$ cat src/rtl/spi_pkg.sv
// Shared definitions for the SPI slave.
//   state_t          : frame FSM encoding (IDLE / SHIFT / DONE)
//   TURNAROUND_BITS  : command bits received before a 3-wire slave turns the data line around
//   MAX_BITS         : widest supported frame
package spi_pkg;

    localparam int TURNAROUND_BITS = 8;
    localparam int MAX_BITS        = 32;

    typedef enum logic [1:0] {
        ST_IDLE  = 2'd0,
        ST_SHIFT = 2'd1,
        ST_DONE  = 2'd2
    } state_t;

endpackage

$ cat src/rtl/spi_sync.sv
// Synchronizer plus edge detector for one asynchronous SPI input.
// Ports:
//   clk_in : system clock
//   rst    : asynchronous active-high reset (chain and edge flop reset to 1,
//            matching the idle level of every SPI line, so no edge appears out of reset)
//   d      : raw asynchronous input
//   q      : synchronized level
//   rise   : one-cycle pulse on a synchronized 0->1 transition
//   fall   : one-cycle pulse on a synchronized 1->0 transition
// SYNC_STAGES must be at least 2.
module spi_sync #(
    parameter int SYNC_STAGES = 2
) (
    input  logic clk_in,
    input  logic rst,
    input  logic d,
    output logic q,
    output logic rise,
    output logic fall
);

    logic [SYNC_STAGES-1:0] sync_q, sync_d;
    logic                   prev_q, prev_d;

    always_comb begin
        sync_d = {sync_q[SYNC_STAGES-2:0], d};
        prev_d = sync_q[SYNC_STAGES-1];
    end

    always_ff @(posedge clk_in or posedge rst) begin
        if (rst) begin
            sync_q <= '1;
            prev_q <= 1'b1;
        end else begin
            sync_q <= sync_d;
            prev_q <= prev_d;
        end
    end

    assign q    = sync_q[SYNC_STAGES-1];
    assign rise = q & ~prev_q;
    assign fall = ~q & prev_q;

endmodule

$ cat src/rtl/spi_slave.sv
// SPI slave, SCL idles high, data driven on SCL falling edges and sampled on
// rising edges, MSB first, frame length nbits+1 (1..32) latched at frame start.
// Ports:
//   clk_in, rst         : system clock, asynchronous active-high reset
//   nbits               : frame length minus one
//   tx_data, tx_load    : response word and its load strobe (honoured only when idle)
//   rx_data, rx_valid   : last complete frame (right-aligned) and its update pulse
//   busy, frame_err     : frame in progress, and pulse on chip enable lost mid-frame
//   spi_cen/scl/sdi/sdo : SPI pins
// Build option SPI3WIRE_EN: adds input spi3w and makes spi_sdi bidirectional.
// With spi3w=1 the first TURNAROUND_BITS bits are a command received on spi_sdi,
// after which the slave drives its response on spi_sdi (mirroring spi_sdo).
module spi_slave
    import spi_pkg::*;
#(
    parameter int SYNC_STAGES = 2
) (
    input  logic        clk_in,
    input  logic        rst,
    input  logic [4:0]  nbits,
    input  logic [31:0] tx_data,
    input  logic        tx_load,
    output logic [31:0] rx_data,
    output logic        rx_valid,
    output logic        busy,
    output logic        frame_err,
    input  logic        spi_cen,
    input  logic        spi_scl,
`ifdef SPI3WIRE_EN
    input  logic        spi3w,
    inout  wire         spi_sdi,
`else
    input  logic        spi_sdi,
`endif
    output logic        spi_sdo
);

    localparam logic [4:0] TURN = 5'(TURNAROUND_BITS);

    state_t                state_q, state_d;
    logic [4:0]            len_q, len_d;
    logic [4:0]            bit_cnt_q, bit_cnt_d;
    logic [MAX_BITS-2:0]   shift_q, shift_d;
    logic [MAX_BITS-1:0]   tx_reg_q, tx_reg_d;
    logic [MAX_BITS-1:0]   rx_data_q, rx_data_d;
    logic                  rx_valid_q, rx_valid_d;
    logic                  frame_err_q, frame_err_d;
    logic                  busy_q, busy_d;
    logic                  sdo_q, sdo_d;
    logic                  oe_q, oe_d;

    logic cen_s, cen_fall, cen_rise_unused;
    logic scl_rise, scl_fall, scl_s_unused;
    logic sdi_s, sdi_rise_unused, sdi_fall_unused;
    logic mode3w;
    logic past_turn;
    logic [4:0] bits_done;

    spi_sync #(.SYNC_STAGES(SYNC_STAGES)) u_sync_cen (
        .clk_in(clk_in), .rst(rst), .d(spi_cen),
        .q(cen_s), .rise(cen_rise_unused), .fall(cen_fall)
    );

    spi_sync #(.SYNC_STAGES(SYNC_STAGES)) u_sync_scl (
        .clk_in(clk_in), .rst(rst), .d(spi_scl),
        .q(scl_s_unused), .rise(scl_rise), .fall(scl_fall)
    );

    spi_sync #(.SYNC_STAGES(SYNC_STAGES)) u_sync_sdi (
        .clk_in(clk_in), .rst(rst), .d(spi_sdi),
        .q(sdi_s), .rise(sdi_rise_unused), .fall(sdi_fall_unused)
    );

`ifdef SPI3WIRE_EN
    assign mode3w  = spi3w;
    // Slave owns the shared data line only after the command phase.
    assign spi_sdi = oe_q ? sdo_q : 1'bz;
`else
    logic oe_unused;
    assign mode3w    = 1'b0;
    assign oe_unused = oe_q;
`endif

    // bit_cnt counts down from len, so len - bit_cnt is the number of bits already
    // clocked in; it never underflows.
    assign bits_done = len_q - bit_cnt_q;
    assign past_turn = mode3w && (bits_done >= TURN);

    always_comb begin
        state_d     = state_q;
        len_d       = len_q;
        bit_cnt_d   = bit_cnt_q;
        shift_d     = shift_q;
        tx_reg_d    = tx_reg_q;
        rx_data_d   = rx_data_q;
        rx_valid_d  = 1'b0;
        frame_err_d = 1'b0;
        sdo_d       = sdo_q;
        oe_d        = oe_q;

        case (state_q)
            ST_IDLE: begin
                sdo_d = 1'b1;
                oe_d  = 1'b0;
                if (tx_load) tx_reg_d = tx_data;
                if (cen_fall) begin
                    state_d   = ST_SHIFT;
                    len_d     = nbits;
                    bit_cnt_d = nbits;
                    shift_d   = '0;
                end
            end
            ST_SHIFT: begin
                if (cen_s) begin
                    state_d     = ST_IDLE;
                    frame_err_d = 1'b1;
                    sdo_d       = 1'b1;
                    oe_d        = 1'b0;
                end else if (scl_fall) begin
                    sdo_d = tx_reg_q[bit_cnt_q];
                    if (past_turn) oe_d = 1'b1;
                end else if (scl_rise) begin
                    // In 3-wire mode the data line carries our own response after
                    // the command, so stop shifting and keep the command right-aligned.
                    if (!past_turn) shift_d = {shift_q[MAX_BITS-3:0], sdi_s};
                    if (bit_cnt_q == 5'd0) begin
                        state_d    = ST_DONE;
                        rx_data_d  = past_turn ? {1'b0, shift_q} : {shift_q, sdi_s};
                        rx_valid_d = 1'b1;
                        sdo_d      = 1'b1;
                        oe_d       = 1'b0;
                    end else begin
                        bit_cnt_d = bit_cnt_q - 5'd1;
                    end
                end
            end
            ST_DONE: begin
                sdo_d = 1'b1;
                oe_d  = 1'b0;
                if (cen_s) state_d = ST_IDLE;
            end
            default: state_d = ST_IDLE;
        endcase

        busy_d = (state_d != ST_IDLE);
    end

    always_ff @(posedge clk_in or posedge rst) begin
        if (rst) begin
            state_q     <= ST_IDLE;
            len_q       <= '0;
            bit_cnt_q   <= '0;
            shift_q     <= '0;
            tx_reg_q    <= '0;
            rx_data_q   <= '0;
            rx_valid_q  <= 1'b0;
            frame_err_q <= 1'b0;
            busy_q      <= 1'b0;
            sdo_q       <= 1'b1;
            oe_q        <= 1'b0;
        end else begin
            state_q     <= state_d;
            len_q       <= len_d;
            bit_cnt_q   <= bit_cnt_d;
            shift_q     <= shift_d;
            tx_reg_q    <= tx_reg_d;
            rx_data_q   <= rx_data_d;
            rx_valid_q  <= rx_valid_d;
            frame_err_q <= frame_err_d;
            busy_q      <= busy_d;
            sdo_q       <= sdo_d;
            oe_q        <= oe_d;
        end
    end

    assign rx_data   = rx_data_q;
    assign rx_valid  = rx_valid_q;
    assign frame_err = frame_err_q;
    assign busy      = busy_q;
    assign spi_sdo   = sdo_q;

endmodule

$ cat config.mk
export PLATFORM = sky130hd
export DESIGN_NAME = spi_slave
export DESIGN_NICKNAME = d
export VERILOG_FILES = /design/src/rtl/spi_pkg.sv /design/src/rtl/spi_sync.sv /design/src/rtl/spi_slave.sv
export SDC_FILE = /design/constraint.sdc
export NUM_CORES = 1
export LEC_CHECK = 0
export CORE_ASPECT_RATIO = 1.2
export CORE_MARGIN = 3
export CORE_UTILIZATION = 45
export DETAILED_ROUTE_END_ITERATION = 8
export PLACE_DENSITY = 0.72
export SETUP_SLACK_MARGIN = 0.4
export SYNTH_ARGS = -nofsm -noshare
export SYNTH_HDL_FRONTEND = slang
export SYNTH_SLANG_ARGS = --single-unit
$ cat constraint.sdc
create_clock -name clk_in -period 3.95 [get_ports clk_in]
set_clock_uncertainty 0.1 [all_clocks]
set_input_delay 0.79 -clock clk_in [delete_from_list [all_inputs] [get_ports clk_in]]
set_output_delay 0.79 -clock clk_in [all_outputs]
set_load 0.03 [all_outputs]
==> results of run 1 <==
-- layer usage --
layer / share of wire [%] / vias to the layer above / GRT usage, %
met3: 5.2 / 10 / 5.726
met1: 41 / 1551 / 20.52
met2: 52 / 77 / 25.96
met4: 1.3 / 0 / 6.746
met5: 0 / - / 0
li1: - / 1490 / -
-- cell families (layout without fill, tap and decap cells) --
group / Yosys count / in the layout / synth area share, %
DFF: 114 / 114 / 60.35
and+or+nand+nor: 103 / 103 / 9.861
muxes: 76 / 76 / 19.14
AOI/OAI and AO/OA: 58 / 58 / 6.486
buffers and inverters: 29 / 121 / 3.111
adders and majority gates: 4 / 4 / 1.055
-- final timing paths --
check | startpoint | to | slack, ns
worst max-delay path | spi_sdo$_DFFE_PP1P_ | spi_sdo | 1.45
worst min-delay path | u_sync_sdi.sync_q[0]$_DFF_PP1_ | u_sync_sdi.sync_q[1]$_DFF_PP1_ | 0.25
worst max register to register | bit_cnt_q[0]$_DFFE_PP0P_ | rx_data[1]$_DFFE_PP0P_ | 1.45
worst min register to register | u_sync_sdi.sync_q[0]$_DFF_PP1_ | u_sync_sdi.sync_q[1]$_DFF_PP1_ | 0.25
max in group asynchronous | rst | tx_reg_q[0]$_DFFE_PP0P_ | 2.15
min in group asynchronous | rst | tx_reg_q[9]$_DFFE_PP0P_ | 0.79
-- area by class of cell --
class	instances	area, um2	share of cell area [%]
tap	126	157.7	2.513
timing repair buffer	83	830.8	13.24
clock inverter	11	209.0	3.331
multi-input combinational	241	1745	27.82
sequential	114	2864	45.65
inverter	6	26.28	0.4188
clock buffer	21	440.4	7.020
-- report_power, final --
part / total, W / switching [W] / internal [W]
logic: 0.000328 / 0.000143 / 0.000184
registers: 0.00133 / 0.0000857 / 0.00125
clock network: 0.00167 / 0.000493 / 0.00118
total: 0.00333 / 0.000722 / 0.00261
-- metrics by stage --
stage / util [%] / setup WS [ns] / cell area (um2) / total power (W)
after global routing: 61.75 / 1.286 / 6274 / 0.003475
after CTS: 61.75 / 1.430 / 6274 / 0.003374
final: 61.75 / 1.453 / 6274 / 0.003331
after floorplan: - / 1.682 / 4750 / 0.001575
after detailed placement: 55.36 / 1.422 / 5624 / 0.001679
after global placement: 55.36 / 1.483 / 5624 / 0.001669
-- registers in the layout (all words and copies together) (netlist names) --
register,count
u_sync_sdi.sync_q,2
u_sync_cen.sync_q,2
busy,1
tx_reg_q,32
u_sync_cen.prev_q,1
frame_err,1
state_q,2
u_sync_scl.sync_q,2
rx_valid,1
spi_sdo,1
u_sync_scl.prev_q,1
bit_cnt_q,5
rx_data,32
shift_q,31
-- placed cells by master (no fill, tap or decap), types with 2 or more instances in the layout --
cell	n
clkinv_2	4
buf_4	4
nand2_1	69
mux4_2	5
bufinv_16	6
ha_1	4
inv_1	5
nor3b_4	2
nor3_1	2
nor2_1	10
dfstp_2	9
mux2i_1	3
or3_1	3
nand2b_1	3
clkbuf_1	4
o21ai_0	39
mux2_1	9
nand4_1	2
clkdlybuf4s50_1	78
nor2b_1	2
and3_1	2
dfrtp_1	105
mux2_2	59
clkbuf_16	17
a311oi_1	2
a21oi_1	12
==> results.txt, run 1 <==
Yosys mapped a number of flops with a built-in enable equal to 0. In the final design database the tool counted 510 nets. Data arrives at the worst endpoint at roughly 1.6 ns.

The number of placed cells counting well taps is 570. The max capacitance violation total is 0. The largest fanout on the critical path is 2. Post-CTS timing repair inserted 0 buffers for setup.

The final HPWL from detailed placement came out at 5.881 mm. Grouping stages by cell kind, the critical path spends the most delay in buffers and inverters. The number of placement rows came out at 40. The number of search-and-repair iterations in the first detailed-routing pass is 4. The post-detailed-route via-to-cell ratio came out at roughly 5.2.

Dividing total power by cell area gives a power density of 530.9 mW/mm2. The number of gates resized after cts came out at 0. Dividing the detail-routed wire length by the instance count gives 14.73 um. The area of the mapped netlist came out at 0.004746 mm2.

The clock passes through at most 2 buffers. The count of clock tree sinks is 114. The number of stages on the worst hold path is 0. The number of antenna violations at the first check in global routing came out at 0. Setup repair after global routing left no endpoint under its margin.

The initial detailed-routing violation count is 152. The die is 99.75 um wide. After synthesis, flip-flops and latches occupy 60.35% of the total area. The post-detailed-routing wire length is 8.866 mm.

The post-layout instance count excluding filler cells came out at ~600. The critical path start-end classification is reg -> out. The number of setup violations in the final report is 0.

The net count after synthesis came out at around 430. The total overflow left after global routing is 0. The number of synthesized register bits came out at about 110. The number of fill cells in the layout is 788. At the pin with the least slew margin, the transition time is 0.8925 ns. The count of buffers from port buffering came out at just under 80. In the finished design, the share of the clock period the worst path needs comes to 63.21%. Walking the worst path, the cells encountered are clkdlybuf4s50_1. The number of warnings printed during yosys synthesis is 0.

The area of the die is between 0.01 and 0.015 mm2. The flow ran to the end, and the final reports show no timing, DRC or antenna violations. The clock network latency to the later pin of the worst-skew pair came out at about 0.40 ns. The H-tree generated during clock tree synthesis spans 4 levels.

The placer's final routability congestion estimate is 0.7862. The count of cell instances traversed by the critical path is 1. The hold buffer count at cts is 0. The path depth of the worst reg2reg path came out at 6. The worst hold path belongs to the class reg -> reg. The worst setup path is launched from a flop. The number of clock buffers inserted by TritonCTS is 17.

The maximum number of pins on one net before global-route repair came out at 63. Counting instances in the post-synthesis netlist gives the leading cell types as 105 x dfrtp_1, 70 x nand2_1, 59 x mux2_2. The leakage dissipation came out at approximately 2.7 nW. The height of the chip came out at 118.5 um. Across the VDD grid, the largest voltage drop is 0.2757 mV. The number of global-route vias before repair is 3229. The floorplan core area is 0.01016 mm2.

Clock-pin slew was measured on the worst setup and hold paths at 0.05 ns. In this run the mean area of a mapped cell was 12.36 um2. The worst path needs 2.497 ns of the cycle, external delays included. Data on the critical path is required at its endpoint by 3.06 ns. The tree is rooted in a clkbuf_16. The number of unique standard cell types used by synthesis came out at 38. In the routed design, unresolved DRC markers number 0. The residual antenna-violating net count after detailed routing is 0. Sorting the synthesized cells by area gives the leading types as dfrtp_1 55%, mux2_2 14%, nand2_1 5.5%. The total via count in the routed design is 3128. The top-level port count came out at 79.

The starting density of the core came out at 46.71%. The fraction of synthesized cell area taken by the top area cell type is between 50% and 60%. The global-route usage over all layers is 16.46%. The slowest stage of the critical path belongs to the cell clkdlybuf4s50_1.

The number of buffer and inverter instances along the worst setup path came out at 1. The biggest area contributor in the post-synthesis netlist is dfrtp_1. The worst setup path is captured at an output pin. The worst hold slack came out at 0.2543 ns. The aggregate negative setup slack came out at 0 ns. The signed area change from the synthesized netlist to the final layout is 32.19%. The clock tree from TritonCTS is built. 0 antenna diodes ended up in the layout.

The worst relative slew slack came out at 40.29%. The count of endpoints failing hold in the final timing report was 0. On the worst path, the slowest cell contributes a delay of 0.68 ns. The fraction of final layout cells with drive strength greater than 1 is 23.74%. For this run, the top clock speed supported by timing is 0.4005 GHz. By instance count, the leading cell after synthesis is dfrtp_1. The global-route wire length before repair came out at about 15 mm. The cell count after synthesis came out at about 380. The proportion of register bits with asynchronous set or reset after synthesis is 100.0%. The number of max-slew violations in the final report is 0. Among all flip-flop cells after synthesis, the most frequent one is dfrtp_1.
Power figures use the tool's default switching activity.
==> run 2: changes to the inputs <==
clock period = 2.2 ns   (was 3.95 ns; I/O delays follow)
==> results.txt, run 2 (synthesized netlist as in run 1, its figures left out) <==
The repair_antennas step left the layout with diodes totalling 0. The critical path arrival came out at 2.32 ns. The count of buffers from port buffering came out at 78.

The first detailed-routing pass ran for 4 iterations. In this run the critical register-to-register path is launched from u_sync_scl.sync_q[1]$_DFF_PP1_. STA classifies the critical path startpoint as a flop. The die is 118.5 um tall. After clock tree synthesis, the clock-pin slew on the worst setup and hold paths is 0.06 ns.

The cell at the root of the clock tree is clkbuf_16. The number of global-route vias before repair was 3670. Setup slack on the worst reg-to-reg path comes out at 0.07 ns. After layout, the worst setup slack is 0.07289 ns. The signed area change from the synthesized netlist to the final layout is 50.44%. The post-detailed-routing wire length came out at ~12 mm. The top cell types in the final layout, fill and taps aside, are 104 x dfrtp_1, 42 x clkdlybuf4s50_1, 40 x mux2_2. The count of endpoints failing hold in the final timing report is 0. After floorplanning, the core was divided into 40 placement rows. The initial detailed-routing violation count is around 190. The top-level port count is 79. The most frequent standard cell in the layout excluding fill and tap cells is dfrtp_1. The max capacitance violation total came out at 0. The path depth of the worst reg2reg path came out at 7. The count of H-tree levels built during CTS is 4. The critical path data required time came out at ~2.4 ns. The number of max-slew violations in the final report is 0. The startpoint of the worst hold path is u_sync_sdi.sync_q[0]$_DFF_PP1_. The worst-case IR drop observed on VDD is about 0.57 mV. The worst setup path is of the reg -> reg kind. The residual antenna-violating net count after detailed routing is 0. The clock reaches the later pin of the worst-skew pair after 0.41 ns. Subtracting the final worst setup slack from the clock period gives around 2.1 ns.

In this run the worst path has a maximum fanout of 8. Setup repair after global routing could not meet its margin everywhere. The maximum buffer depth of the clock tree is 2. The first global-routing pass estimated approximately 18 mm of wire.

The die covers 0.01182 mm2. In the global route stage, overall resource usage came out at about a fifth. The power per cell area came out at 824.8 mW/mm2. For the pin with the worst max-slew slack, the measured transition is ~0.45 ns. The class of the worst hold path is reg -> reg.

The maximum frequency from static timing analysis is 0.4701 GHz. The core utilization of the finished layout is 70.27%. The most critical setup path has its startpoint at u_sync_scl.sync_q[1]$_DFF_PP1_. Using the TritonRoute via totals, the vias-per-cell ratio works out to 5.347. The analysis attributes to cell leakage a power of 3.287 nW.

The hold buffer count at cts is 0. The floorplan core area came out at 0.01016 mm2. The final clock period utilization by the worst path came out at 96.69%. Clock tree synthesis inserted a total of 17 buffers. The number of antenna violations at the first check in global routing came out at 0. The minimum setup slack after placement is around 0.11 ns. The count of clock tree sinks is roughly 110. In this run the critical register-to-register path is captured at rx_data[7]$_DFFE_PP0P_.

The aggregate negative setup slack is 0 ns. The run finished with clean final reports. The average detailed-routed wire length per instance came out at 18.57 um. The placer's final routability congestion estimate came out at 0.8202.

The aggregate global routing overflow is 0. In this run the worst setup path terminates at rx_data[7]$_DFFE_PP0P_. The number of setup violations in the final report came out at 0. The final net count came out at around 540. The total via count in the routed design is 3401. The endpoint kind of the worst setup timing path is a flop. The final HPWL from detailed placement came out at between 6 and 7 mm.

The fraction of final layout cells with drive strength greater than 1 is 44.51%. The clock tree from TritonCTS is built. The maximum number of pins on one net before global-route repair came out at 85.

Measured against its own limit, the worst slew margin works out to 69.62%. The starting density of the core came out at a little under half. The DRC violation count after routing came out at 0.

The die is 99.75 um wide.
[run 2: cell types whose count changed in the layout (fill, tap and decap cells not counted), sizes merged]
| cell | delta |
|---|---|
| buf | +32 |
| bufinv | -5 |
| clkbuf | +9 |
| clkdlybuf4s50 | -36 |
| clkinv | -1 |
| dlygate4sd2 | +35 |
[run 2: cell type report]
cell class                 count  area, um2
clock inverter                 5      50.05
sequential                   114       2865
timing repair buffer         117       1291
fill                         660       3020
inverter                       6      28.78
tap                          126      157.7
multi-input combinational    241       2233
clock buffer                  27      513.0
[run 2: how the worst min path moves through the flow]
stage	endpoint	slack, ns	cells past startpoint
finish	u_sync_sdi.sync_q[1]$_DFF_PP1_	0.25	0
global route	u_sync_sdi.sync_q[1]$_DFF_PP1_	0.26	0
CTS	u_sync_sdi.sync_q[1]$_DFF_PP1_	0.25	0
detailed placement	u_sync_cen.sync_q[1]$_DFF_PP1_	0.25	0
global placement	u_sync_scl.sync_q[1]$_DFF_PP1_	0.25	0
floorplan	u_sync_cen.sync_q[1]$_DFF_PP1_	0.25	0
[run 2: routing by layer]
| layer | track usage, % | part of all wire [%] |
|---|---|---|
| met3 | 6.494 | 5.0 |
| met5 | 0 | 0 |
| met4 | 7.686 | 0.98 |
| met2 | 34.06 | 54 |
| met1 | 23.27 | 40 |
[run 2: worst max-delay path: stages, from the launching register on]
cell	delay [ns]
dfstp_2	0.55
ha_1	0.18
nor2b_2	0.15
and3_4	0.20
nor3b_4	0.18
buf_6	0.17
clkbuf_16	0.18
mux2_4	0.31
[run 2: stage by stage]
stage	total power (W)	hold WS, ns	area [um2]	instances
after floorplan	0.002865	0.2452	4838	384
after global placement	0.003082	0.2459	5787	578
after detailed placement	0.003110	0.2468	5787	578
after CTS	0.005849	0.2538	6775	628
after global routing	0.006135	0.2591	7139	636
final	0.005889	0.2529	7139	636
[run 2: repair_timing]
action,CTS,global route
cloned,6,3
setup buffers,12,5
pin swaps,36,15
gates resized for setup,135,71
setup endpoints to repair,105,71
[run 2: power by group]
part           internal (W)  switching (W)
Sequential          0.00224      0.0000931
Clock               0.00169       0.000901
Combinational      0.000506       0.000454
==> run 3: changes to the inputs <==
PLACE_DENSITY = 0.69   (was 0.72)
clock period = 2.5 ns   (was 2.2 ns; I/O delays follow)
==> results.txt, run 3 (synthesized netlist as in run 1, its figures left out) <==
The run finished with clean final reports. For this block, the initial DRC count from the detailed router was 153. The final net count is around 520.

Leaving out fill and tap cells, the most frequent cell in the layout is dfrtp_1. The total via count in the routed design came out at 3159. For this run, the number of standard cells in the final layout without fillers is 614.

The power per cell area is 765.3 mW/mm2. The top-level port count is 79. The height of the chip is 118.5 um. The maximum buffer depth of the clock tree came out at 2. The hold buffer count at cts came out at 0. The number of diodes is 0.

Counting the buffers created by CTS gives 17. For this design, the slowest cell found on the critical path is dfstp_2. The peak ir drop on the vdd network is between 0.4 and 0.5 mV. The slew at the pin closest to its max-slew limit is 0.5779 ns. Headroom to the max-slew limit came out at 61.39%. The aggregate global routing overflow is 0. The maximum frequency from static timing analysis came out at 0.4718 GHz. The clock network is responsible for between 40% and 50% of the overall power. The portion of total power attributed to combinational logic is 12.3%.

The library cells used most frequently in the layout, excluding fill and tap cells, are 104 x dfrtp_1, 77 x clkdlybuf4s50_1, 69 x nand2_1. At the end of the flow the core is filled with cells to 63.94%. In the global route stage, overall resource usage came out at 17.69%. The endpoint kind of the worst setup timing path is a flop. The tree is rooted in a clkbuf_16. STA puts the critical path data arrival time at 2.30 ns. Dividing the detail-routed wire length by the instance count gives 15.70 um.

The number of buffer and inverter instances along the worst setup path came out at 3. The DRC violation count after routing is 0. The maximum number of pins on one net before global-route repair came out at 63.

The count of endpoints failing hold in the final timing report is 0. The post-detailed-route via-to-cell ratio is 5.145. The post-detailed-routing wire length is 9.641 mm. The aggregate negative setup slack came out at 0 ns. The floorplan core area came out at roughly 0.01 mm2. The count of clock tree sinks came out at 114.

The peak per-stage delay on the critical path came out at approximately 0.55 ns. Setup repair after global routing could not meet its margin everywhere. The die span in x is 99.75 um.

The number of placed cells counting well taps came out at 575. The residual antenna-violating net count after detailed routing is 0. The type of origin of the critical path is a flop. The leakage dissipation is 2.802 nW.

Port buffering added 78 buffers. The max capacitance violation total came out at 0. The number of fill cells in the layout came out at 777.

Walking the worst path, the cells encountered are inv_2 > ha_4 > nor2b_2 > and3_4 > nor3b_4 > buf_6 > buf_12 > mux2_2. Overall power consumption after layout is estimated at 0.004972 W. Grouping stages by cell kind, the critical path spends the most delay in flip-flops. The worst path uses 84.79% of the clock period.

The tightest min-delay check is of the reg -> reg type. TritonCTS built the clock tree. The number of search-and-repair iterations in the first detailed-routing pass is 4. Routability-driven placement finished with a final weighted congestion of 0.8317. The number of placement rows came out at 40. The number of setup violations in the final report came out at 0. The number of global-route vias before repair is 3346. The number of antenna violations at the first check in global routing came out at 0. The internal cell power is 0.003821 W. The net switching share of the total power came out at between 20 and 25%.

The switching power summed over all nets came out at between 0.001 and 0.0015 W. The critical path data required time came out at 2.68 ns. The die covers 0.01182 mm2. The global-route wire length before repair came out at 16.29 mm. The starting density of the core came out at between 40% and 50%.

The count of H-tree levels built during CTS is 4. The area growth from synthesis to layout is 36.88%. The part of the total power dissipated in sequential elements came out at 41.5%. The clock network latency to the later pin of the worst-skew pair came out at 0.41 ns. By startpoint and endpoint, the worst setup path is classified as reg -> reg.

The largest fanout on the critical path is 8. The clock slew at the register clock pins of the worst setup and hold paths is 0.05 ns. The fraction of final layout cells with drive strength greater than 1 is 28.89%.

The number of max-slew violations in the final report is 0. The time the worst path needs with I/O delays and setup came out at 2.120 ns. The final HPWL from detailed placement came out at 6.220 mm.
-- run 3: changes by cell type in the layout (fill, tap and decap cells not counted), sizes merged --
cell,change
buf,-20
clkbuf,-2
clkdlybuf4s50,+35
clkinv,-1
dlygate4sd2,-34
-- run 3: power by group through the flow --
| stage | Clock [W] | Sequential [W] | Combinational, W |
|---|---|---|---|
| 3_5_place_dp | 0 | 0.00209 | 0.000611 |
| 6_report | 0.00229 | 0.00206 | 0.000613 |
| 4_1_cts | 0.00234 | 0.00206 | 0.000621 |
| 2_1_floorplan | 0 | 0.00205 | 0.000444 |
| 3_3_place_gp | 0 | 0.00208 | 0.000603 |
| 5_1_grt | 0.00244 | 0.00208 | 0.000677 |
-- run 3: per-stage QoR --
stage	cell area, um2	hold WS, ns	worst slack, ns
floorplan	4761	0.2452	0.4232
global placement	5719	0.2461	0.4034
detailed placement	5719	0.2468	0.3192
CTS	6482	0.2541	0.3737
global route	6496	0.2585	0.2994
finish	6496	0.2533	0.3803
-- run 3: final cells by class --
type                    count  area [um2]  share of cell area (%)
clock buffers              28       526.8                   8.109
repair buffers             95        1041                   16.02
inverters                   6       26.28                  0.4045
clock inverters             4       45.04                  0.6934
flip-flops and latches    114        2865                   44.11
well taps                 126       157.7                   2.427
multi-input cells         241        1834                   28.24
-- run 3: metal layers --
| layer | GRT usage [%] | vias to the layer above | share of wire [%] |
|---|---|---|---|
| met5 | 0 | - | 0 |
| met4 | 7.771 | 0 | 1.7 |
| met3 | 5.667 | 19 | 4.9 |
| met2 | 28.80 | 86 | 51 |
| met1 | 21.30 | 1548 | 42 |
| li1 | - | 1506 | - |
-- run 3: path summary, 6_finish.rpt --
kind / startpoint / end / slack, ns / depth (start not counted)
worst min register to register: u_sync_cen.sync_q[0]$_DFF_PP1_ / u_sync_cen.sync_q[1]$_DFF_PP1_ / 0.25 / 0
worst max register to register: u_sync_scl.sync_q[1]$_DFF_PP1_ / rx_data[12]$_DFFE_PP0P_ / 0.38 / 8
worst max-delay path: u_sync_scl.sync_q[1]$_DFF_PP1_ / rx_data[12]$_DFFE_PP0P_ / 0.38 / 8
min in group asynchronous: rst / rx_data[11]$_DFFE_PP0P_ / 0.41 / 2
worst min-delay path: u_sync_cen.sync_q[0]$_DFF_PP1_ / u_sync_cen.sync_q[1]$_DFF_PP1_ / 0.25 / 0
max in group asynchronous: rst / u_sync_cen.sync_q[0]$_DFF_PP1_ / 1.28 / 3
-- run 3: timing repair --
action | in CTS | in global routing
setup endpoints to repair | 33 | 58
cloned | 3 | 0
resized for setup | 25 | 5
hold endpoints to repair | 0 | 0
buffers inserted | 4 | 0
